`src/rtl/pwm_capture.sv`:
```
// -----------------------------------------------------------------------------
// pwm_capture
//
// Measures an incoming PWM waveform. Once per PWM period it reports the high
// time and the rising-to-rising period, both in MClk cycles.
//
// Parameters:
//   BIT_WIDTH   - width of the cycle counter and of HighCount/PeriodCount
//   SYNC_STAGES - synchronizer depth on PwmIn (2 or more)
//   FILT_LEN    - consecutive stable samples the glitch filter requires
//                 (only used when PWM_CAPTURE_GLITCH_FILTER_EN is defined)
//
// Optional feature macro: PWM_CAPTURE_GLITCH_FILTER_EN
//   When defined, a run-length glitch filter sits between the synchronizer
//   and the edge detector. Every edge is then delayed by FILT_LEN cycles.
//
// Ports:
//   MClk        in   system clock, rising edge
//   Rst         in   asynchronous active-high reset, clears every flop
//   En          in   capture enable (0 forces IDLE; results are held)
//   PwmIn       in   asynchronous PWM input
//   HighCount   out  high time of the last complete period
//   PeriodCount out  rising-to-rising period of the last complete period
//   Valid       out  one-cycle pulse when HighCount/PeriodCount update
//   Stuck       out  no edge for 2^BIT_WIDTH-1 cycles
//   StuckLevel  out  synchronized level captured when Stuck was raised
//   Overflow    out  sticky: a counter saturation has occurred
// -----------------------------------------------------------------------------
module pwm_capture #(
  parameter int BIT_WIDTH   = 16,
  parameter int SYNC_STAGES = 2,
  parameter int FILT_LEN    = 4
) (
  input  logic                 MClk,
  input  logic                 Rst,
  input  logic                 En,
  input  logic                 PwmIn,
  output logic [BIT_WIDTH-1:0] HighCount,
  output logic [BIT_WIDTH-1:0] PeriodCount,
  output logic                 Valid,
  output logic                 Stuck,
  output logic                 StuckLevel,
  output logic                 Overflow
);

  typedef enum logic [1:0] {
    IDLE = 2'd0,
    HIGH = 2'd1,
    LOW  = 2'd2
  } state_t;

  localparam logic [BIT_WIDTH-1:0] CNT_MAX = '1;
  localparam logic [BIT_WIDTH-1:0] CNT_ONE = BIT_WIDTH'(1);

  logic [SYNC_STAGES-1:0] r_sync;
  logic                   w_s;
  logic                   w_lvl;
  logic                   r_lvl_d;
  logic                   w_rise;
  logic                   w_fall;

  state_t                 r_state;
  logic [BIT_WIDTH-1:0]   r_cnt;
  logic [BIT_WIDTH-1:0]   r_hi_lat;
  logic [BIT_WIDTH-1:0]   r_high_count;
  logic [BIT_WIDTH-1:0]   r_period_count;
  logic                   r_valid;
  logic                   r_stuck;
  logic                   r_stuck_level;
  logic                   r_overflow;

  // Synchronizer: new samples enter at bit 0, the settled level leaves at the top.
  always_ff @(posedge MClk or posedge Rst) begin
    if (Rst) begin
      r_sync <= '0;
    end else begin
      r_sync <= {r_sync[SYNC_STAGES-2:0], PwmIn};
    end
  end

  assign w_s = r_sync[SYNC_STAGES-1];

`ifdef PWM_CAPTURE_GLITCH_FILTER_EN
  localparam int RUN_W = (FILT_LEN > 1) ? $clog2(FILT_LEN) : 1;

  logic             r_filt;
  logic [RUN_W-1:0] r_run;

  // The filtered level follows s only once s has disagreed with it for
  // FILT_LEN consecutive samples; any shorter excursion restarts the run.
  always_ff @(posedge MClk or posedge Rst) begin
    if (Rst) begin
      r_filt <= 1'b0;
      r_run  <= '0;
    end else if (w_s != r_filt) begin
      if (r_run == RUN_W'(FILT_LEN - 1)) begin
        r_filt <= w_s;
        r_run  <= '0;
      end else begin
        r_run <= r_run + RUN_W'(1);
      end
    end else begin
      r_run <= '0;
    end
  end

  assign w_lvl = r_filt;
`else
  logic w_unused_filt_len;

  assign w_unused_filt_len = (FILT_LEN > 0);
  assign w_lvl             = w_s;
`endif

  always_ff @(posedge MClk or posedge Rst) begin
    if (Rst) begin
      r_lvl_d <= 1'b0;
    end else begin
      r_lvl_d <= w_lvl;
    end
  end

  assign w_rise = w_lvl & ~r_lvl_d;
  assign w_fall = ~w_lvl & r_lvl_d;

  // Measurement FSM. The counter is 1 on the cycle after a rise, so at the
  // closing edge it holds exactly the number of cycles since the opening one.
  // Saturation is tested before edges so the counter can never wrap.
  always_ff @(posedge MClk or posedge Rst) begin
    if (Rst) begin
      r_state        <= IDLE;
      r_cnt          <= '0;
      r_hi_lat       <= '0;
      r_high_count   <= '0;
      r_period_count <= '0;
      r_valid        <= 1'b0;
      r_stuck        <= 1'b0;
      r_stuck_level  <= 1'b0;
      r_overflow     <= 1'b0;
    end else begin
      r_valid <= 1'b0;
      if (!En) begin
        r_state <= IDLE;
        r_cnt   <= '0;
      end else begin
        case (r_state)
          IDLE: begin
            r_cnt <= '0;
            // Start edge only: opens a measurement, reports nothing.
            if (w_rise) begin
              r_cnt   <= CNT_ONE;
              r_stuck <= 1'b0;
              r_state <= HIGH;
            end
          end
          HIGH: begin
            if (r_cnt == CNT_MAX) begin
              r_stuck       <= 1'b1;
              r_stuck_level <= w_s;
              r_overflow    <= 1'b1;
              r_cnt         <= '0;
              r_state       <= IDLE;
            end else if (w_fall) begin
              r_hi_lat <= r_cnt;
              r_cnt    <= r_cnt + CNT_ONE;
              r_state  <= LOW;
            end else begin
              r_cnt <= r_cnt + CNT_ONE;
            end
          end
          LOW: begin
            if (r_cnt == CNT_MAX) begin
              r_stuck       <= 1'b1;
              r_stuck_level <= w_s;
              r_overflow    <= 1'b1;
              r_cnt         <= '0;
              r_state       <= IDLE;
            end else if (w_rise) begin
              r_period_count <= r_cnt;
              r_high_count   <= r_hi_lat;
              r_valid        <= 1'b1;
              r_stuck        <= 1'b0;
              r_cnt          <= CNT_ONE;
              r_state        <= HIGH;
            end else begin
              r_cnt <= r_cnt + CNT_ONE;
            end
          end
          default: begin
            r_cnt   <= '0;
            r_state <= IDLE;
          end
        endcase
      end
    end
  end

  assign HighCount   = r_high_count;
  assign PeriodCount = r_period_count;
  assign Valid       = r_valid;
  assign Stuck       = r_stuck;
  assign StuckLevel  = r_stuck_level;
  assign Overflow    = r_overflow;

endmodule

```
`config.mk`:
```
export PLATFORM = sky130hd
export DESIGN_NAME = pwm_capture
export DESIGN_NICKNAME = d
export VERILOG_FILES = /design/src/rtl/pwm_capture.sv
export SDC_FILE = /design/constraint.sdc
export NUM_CORES = 1
export LEC_CHECK = 0
export ABC_CLOCK_PERIOD_IN_PS = 4400
export BUFFER_PORTS_ARGS = -buffer_cell sky130_fd_sc_hd__buf_4
export CAP_MARGIN = 15
export CORE_MARGIN = 2
export CORE_UTILIZATION = 30
export DETAILED_ROUTE_END_ITERATION = 10
export SLEW_MARGIN = 10
export SYNTH_ARGS = -nofsm -noshare
export SYNTH_HDL_FRONTEND = slang
export SYNTH_SLANG_ARGS = --single-unit
```
`constraint.sdc`:
```
create_clock -name MClk -period 4.4 [get_ports MClk]
set_input_delay 0.22 -clock MClk [delete_from_list [all_inputs] [get_ports MClk]]
set_output_delay 0.22 -clock MClk [all_outputs]
set_load 0.05 [all_outputs]
```
# Word-level counts from Yosys, hierarchy flattened
# Index checks and enable logic that the tools add are counted.
# W data, S select, Z words.
# op_classes
reduce_logical	7
muxes	20
n_bitwise	5
n_eq_ne	5
add_sub_neg	1
# op_table
cell	count
$mux W16	4
$pmux W16 S3	1
$add A16 B1 Y16 const B	1
$eq A16 B16 Y1 const B	1
$mux W2	5
$mux W1	8
$reduce_and A4 Y1	2
$pmux W2 S3	1
$reduce_and A3 Y1	2
$ne A4 B4 Y1 const B	1
$not A1 Y1	3
$pmux W1 S3	1
$reduce_bool A3 Y1	1
$and A1 B1 Y1	2
$eq A2 B1 Y1 const B	1
$eq A2 B2 Y1 const B	1
$logic_not A2 Y1	1
$ne A2 B2 Y1 const B	1
$reduce_or A2 Y1	1
# totals
ff_bits	73
wordCells	49
out_inout_bits	36

# Longest topological paths before layout
# depth
depth_word	6
ltp_mapped	7
mapped_depth_nobuf	6

# Worst setup path before layout
# Ideal clock, no wire load.
# synth_path
path_type	register to register
startpoint	register r_cnt[0]
endpoint	register r_hi_lat[0]
setup_time_ns	0.125
slack_ns	2.412
t_arrival_ns	1.863
stages_incl_launch_ff	7
period_less_slack_ns	1.988
cell_sequence	dfrtp_1 ha_1 nand3_1 nor4_4 nor3_2 buf_6 mux2_2
# synth_between
elab_chain_cells	3
# synth_lines
element	line	source
start: declaration	63	logic [BIT_WIDTH-1:0] r_cnt;
start signal: assignment	165	r_cnt <= r_cnt + CNT_ONE;
start signal: assignment	168	r_cnt <= r_cnt + CNT_ONE;
start signal: assignment	186	r_cnt <= r_cnt + CNT_ONE;
$eq A16 B16 Y1	157	if (r_cnt == CNT_MAX) begin
$not A1 Y1 (no source line)	--	
$reduce_and A4 Y1 (no source line)	--	
end signal: assignment	164	r_hi_lat <= r_cnt;
end: declaration	64	logic [BIT_WIDTH-1:0] r_hi_lat;
# Several ways; a longest one is shown, not always the timed one.
# A chain may end at the register's enable or synchronous reset.

# Worst setup path in the final report
# layout_path
startpoint	register r_cnt[0]
endpoint	register r_period_count[12], in the netlist PeriodCount[12]
# layout_between
elab_chain_cells	3
# layout_lines
element	line	source
$eq A16 B16 Y1	172	if (r_cnt == CNT_MAX) begin
$not A1 Y1 (no source line)	--	
$reduce_and A4 Y1 (no source line)	--	
end signal: assignment	179	r_period_count <= r_cnt;
end: declaration	66	logic [BIT_WIDTH-1:0] r_period_count;
# Every way passes these cells.

==> summary.md <==
| Metric | Value |
|---|---|
| Status | complete, no violations |
| Setup_tns | 0 ns |
| Global route overflow | 0 |
| Post-Syn Instances | 223 |
| Slew Viols, Final | 0 |
| Post-synthesis async set-or-reset flop share | 100% |
| Number of max-cap violations | 0 |
| Global-route wire length before repair | 10,000 microns |
| Max VDD drop | 0.000291 V |
| CP startpoint kind | flip-flop |
| Fin crit period | 2.62 ns |
| Post-synth EDFFs | 0 |
| TritonCTS clock tree | built |
| Vias in the first global route | 1,980 |
| Main synth FF type | dfrtp_1 |
| Fillers | 974 |
| PwrDens | 356 nW/um^2 |
| Post-synthesis sequential area ratio | 60.5% |
| Critical path arrival | 2.85 ns |
| Antenna violations before repair | 0 |
| Detailed Route WL | 5560 microns |
| Core region area | 9770 sq um |
| Int Power | 1.02 mW |
| Setup Viol. Count Final | 0 |
| TritonCTS buffer count | 9 |
| # diodes | 0 |
| CP Max Fanout | 17 |
| GR Layer Usage met2 | 18.0% |
| H-tree depth | 3 |
| Register clock-pin slew on the reported worst setup and hold paths | 0.07 ns |
| Hold_buf cts | 1 |
| Reg2reg path depth | 6 |
| Final Hold Violating Endpoints | 0 |
| GRT busiest layer | met2 |
| Post-DP HPWL | 3750 microns |
| RSZ-0062 raised after global routing | no |
| Chip Height | 104 microns |
| P&R area growth vs syn | 21.9% |
| Synth Net Count | 232 |
| CTS root buffer | clkbuf_8 |
| Rel. slew slack | 38.1% |
| Period utilization | 59.6% |
| Worst hold path type | in -> async |
| DR vias | 1,855 |
| Setup CP Type | reg -> reg |
| I/O pin count | 40 |
| Num rows | 36 |
| Share of cells above drive strength 1 | 40.9% |
| Yosys reg bits | 73 |
| LEAKAGE | 1.80 nW |
| Die W | 104 microns |
| CP Data Required Time | 4.62 ns |
| CTS Buffer Depth | 2 |
| Worst setup EP type | flip-flop |
| Routed length per instance | 13.6 microns |
| Post-cts sizing count | 0 |
| DRC Markers | 0 |
| GR Util All Layers | 11.3% |
| Library cells used by synthesis | 32 |
| Clk_skew | 0.00615 ns |
| Pin count of the biggest net entering global routing | 74 |
| PortBufs | 39 |
| Postcts setup bufs | 0 |
| Clock Sinks | 73 |
| Grt met1 use | 15.0% |
| Pwr Total | 1.31 mW |
| DR vias/cell | 4.54 |
| Initial DRT Pass Iterations | 4 |
| Sw frac | 22.6% |
| DRT iter0 DRCs | 55 |
| Sw power | 297 uW |
| Sequential Power Share | 52.2% |
| GPL Wtd Cong | 0.845 |
| Gate power share | 4.6% |
| Grt met3 use | 3.51% |
| Avg Cell Area, Syn | 13.5 sq um |
| Synth warn | 0 |
| FMAX | 0.382 GHz |
| Clock share of power | 43.1% |
| Post-synthesis cell area | 3020 sq um |
| Initial Util | 30.9% |
| Die area | 10,900 sq um |
| Later-pin clock latency in the skew report | 0.34 ns |
| Routed Antenna Nets | 0 |
| Slew @ Worst Pin | 0.929 ns |
| Layout Nets | 280 |
## cells by family (layout without fill, tap and decap cells)
| logic type | Yosys count | in the layout | synth area share [%] |
|---|---|---|---|
| muxes | 49 | 49 | 18.3 |
| buffers and inverters | 13 | 66 | 2.65 |
| and+or+nand+nor | 57 | 57 | 9.94 |
| AOI/OAI and AO/OA | 12 | 12 | 2.57 |
| xor gates and xnor gates | 14 | 14 | 4.06 |
| adders and majority gates | 5 | 5 | 2.07 |
| DFF | 73 | 73 | 60.5 |
## metal layers
layer / vias to the layer above / share of wire, %
met2: 37 / 47
met5: - / 0
met4: 0 / 0.59
li1: 868 / -
met3: 4 / 4.2
met1: 946 / 48
## power groups by stage
stage	Combinational [mW]	Clock (mW)	Sequential (mW)
5_1_grt	0.0691	0.609	0.688
3_5_place_dp	0.0606	0	0.700
2_1_floorplan	0.0408	0	0.701
3_3_place_gp	0.0599	0	0.699
4_1_cts	0.0616	0.589	0.686
6_report	0.0604	0.567	0.686
## sequential cells by signal, indices dropped and copies added, names as in the netlist
signal       flops
r_cnt           16
HighCount       16
Overflow         1
PeriodCount     16
r_sync           2
Valid            1
r_lvl_d          1
r_state          2
r_hi_lat        16
StuckLevel       1
Stuck            1
## worst max-delay path: stages (launching register included)
cell     delay, ns
dfrtp_1       0.43
ha_1          0.24
nand3_1       0.24
nor4_4        0.13
nor3_4        0.70
buf_4         0.39
mux2_2        0.37
## metrics by stage
| stage | cell area [sq um] | hold slack [ns] | setup slack [ns] | utilization [%] | std cells |
|---|---|---|---|---|---|
| after floorplan | 3020 | 0.251 | 2.33 | - | 223 |
| after CTS | 3680 | 0.193 | 1.72 | 37.7 | 409 |
| after global routing | 3680 | 0.243 | 1.54 | 37.7 | 409 |
| after detailed placement | 3460 | 0.331 | 1.74 | 35.4 | 392 |
| after global placement | 3460 | 0.331 | 1.81 | 35.4 | 392 |
| final | 3680 | 0.154 | 1.78 | 37.7 | 409 |
## final cells by class
class,instances,area (sq um),share of cell area (%)
clock buffers,9,124,3.36
clock inverters,7,95.1,2.58
inverters,7,26.3,0.713
multi-input cells,137,1120,30.4
flip-flops and latches,73,1830,49.6
well taps,133,166,4.52
repair buffers,43,325,8.83
## cells in the mapped netlist, drive strengths merged (3+ instances only)
master | instances | area share [%]
nor2 | 22 | 2.7
nor3 | 3 | 0.83
dfrtp | 73 | 60
nand4 | 5 | 1.0
inv | 7 | 0.87
buf | 5 | 1.7
a21oi | 4 | 0.66
nand2 | 10 | 1.2
xnor2 | 5 | 1.4
nand3 | 5 | 0.83
ha | 5 | 2.1
xor2 | 9 | 2.6
mux2 | 49 | 18
## cell usage in the layout (no fill, tap or decap), types with 2 or more instances in the layout
cell type | synthesis | routed
o211ai_1 | 2 | 2
nor2_1 | 22 | 22
buf_4 | 0 | 42
ha_1 | 5 | 5
nand2b_1 | 2 | 2
nand2_1 | 10 | 10
xor2_1 | 9 | 9
bufinv_16 | 0 | 2
a21oi_1 | 4 | 4
or3_1 | 2 | 2
clkbuf_8 | 0 | 9
dfrtp_1 | 73 | 73
nand4_1 | 5 | 5
o21ai_0 | 2 | 2
mux2_2 | 49 | 49
xnor2_1 | 5 | 5
clkinv_4 | 0 | 2
clkinv_2 | 0 | 2
inv_1 | 7 | 6
nand3_1 | 5 | 5
## final timing paths
| path | startpoint | end | slack (ns) |
|---|---|---|---|
| worst max-delay path | r_cnt[0] | PeriodCount[12] | 1.78 |
| min in group MClk | En | Valid | 0.31 |
| worst min-delay path | Rst | PeriodCount[4] | 0.15 |
| max in group asynchronous | Rst | HighCount[1] | 3.63 |
| worst max register to register | r_cnt[0] | PeriodCount[12] | 1.78 |
| worst min register to register | r_sync[0] | r_sync[1] | 0.35 |
Power figures use the tool's default switching activity.
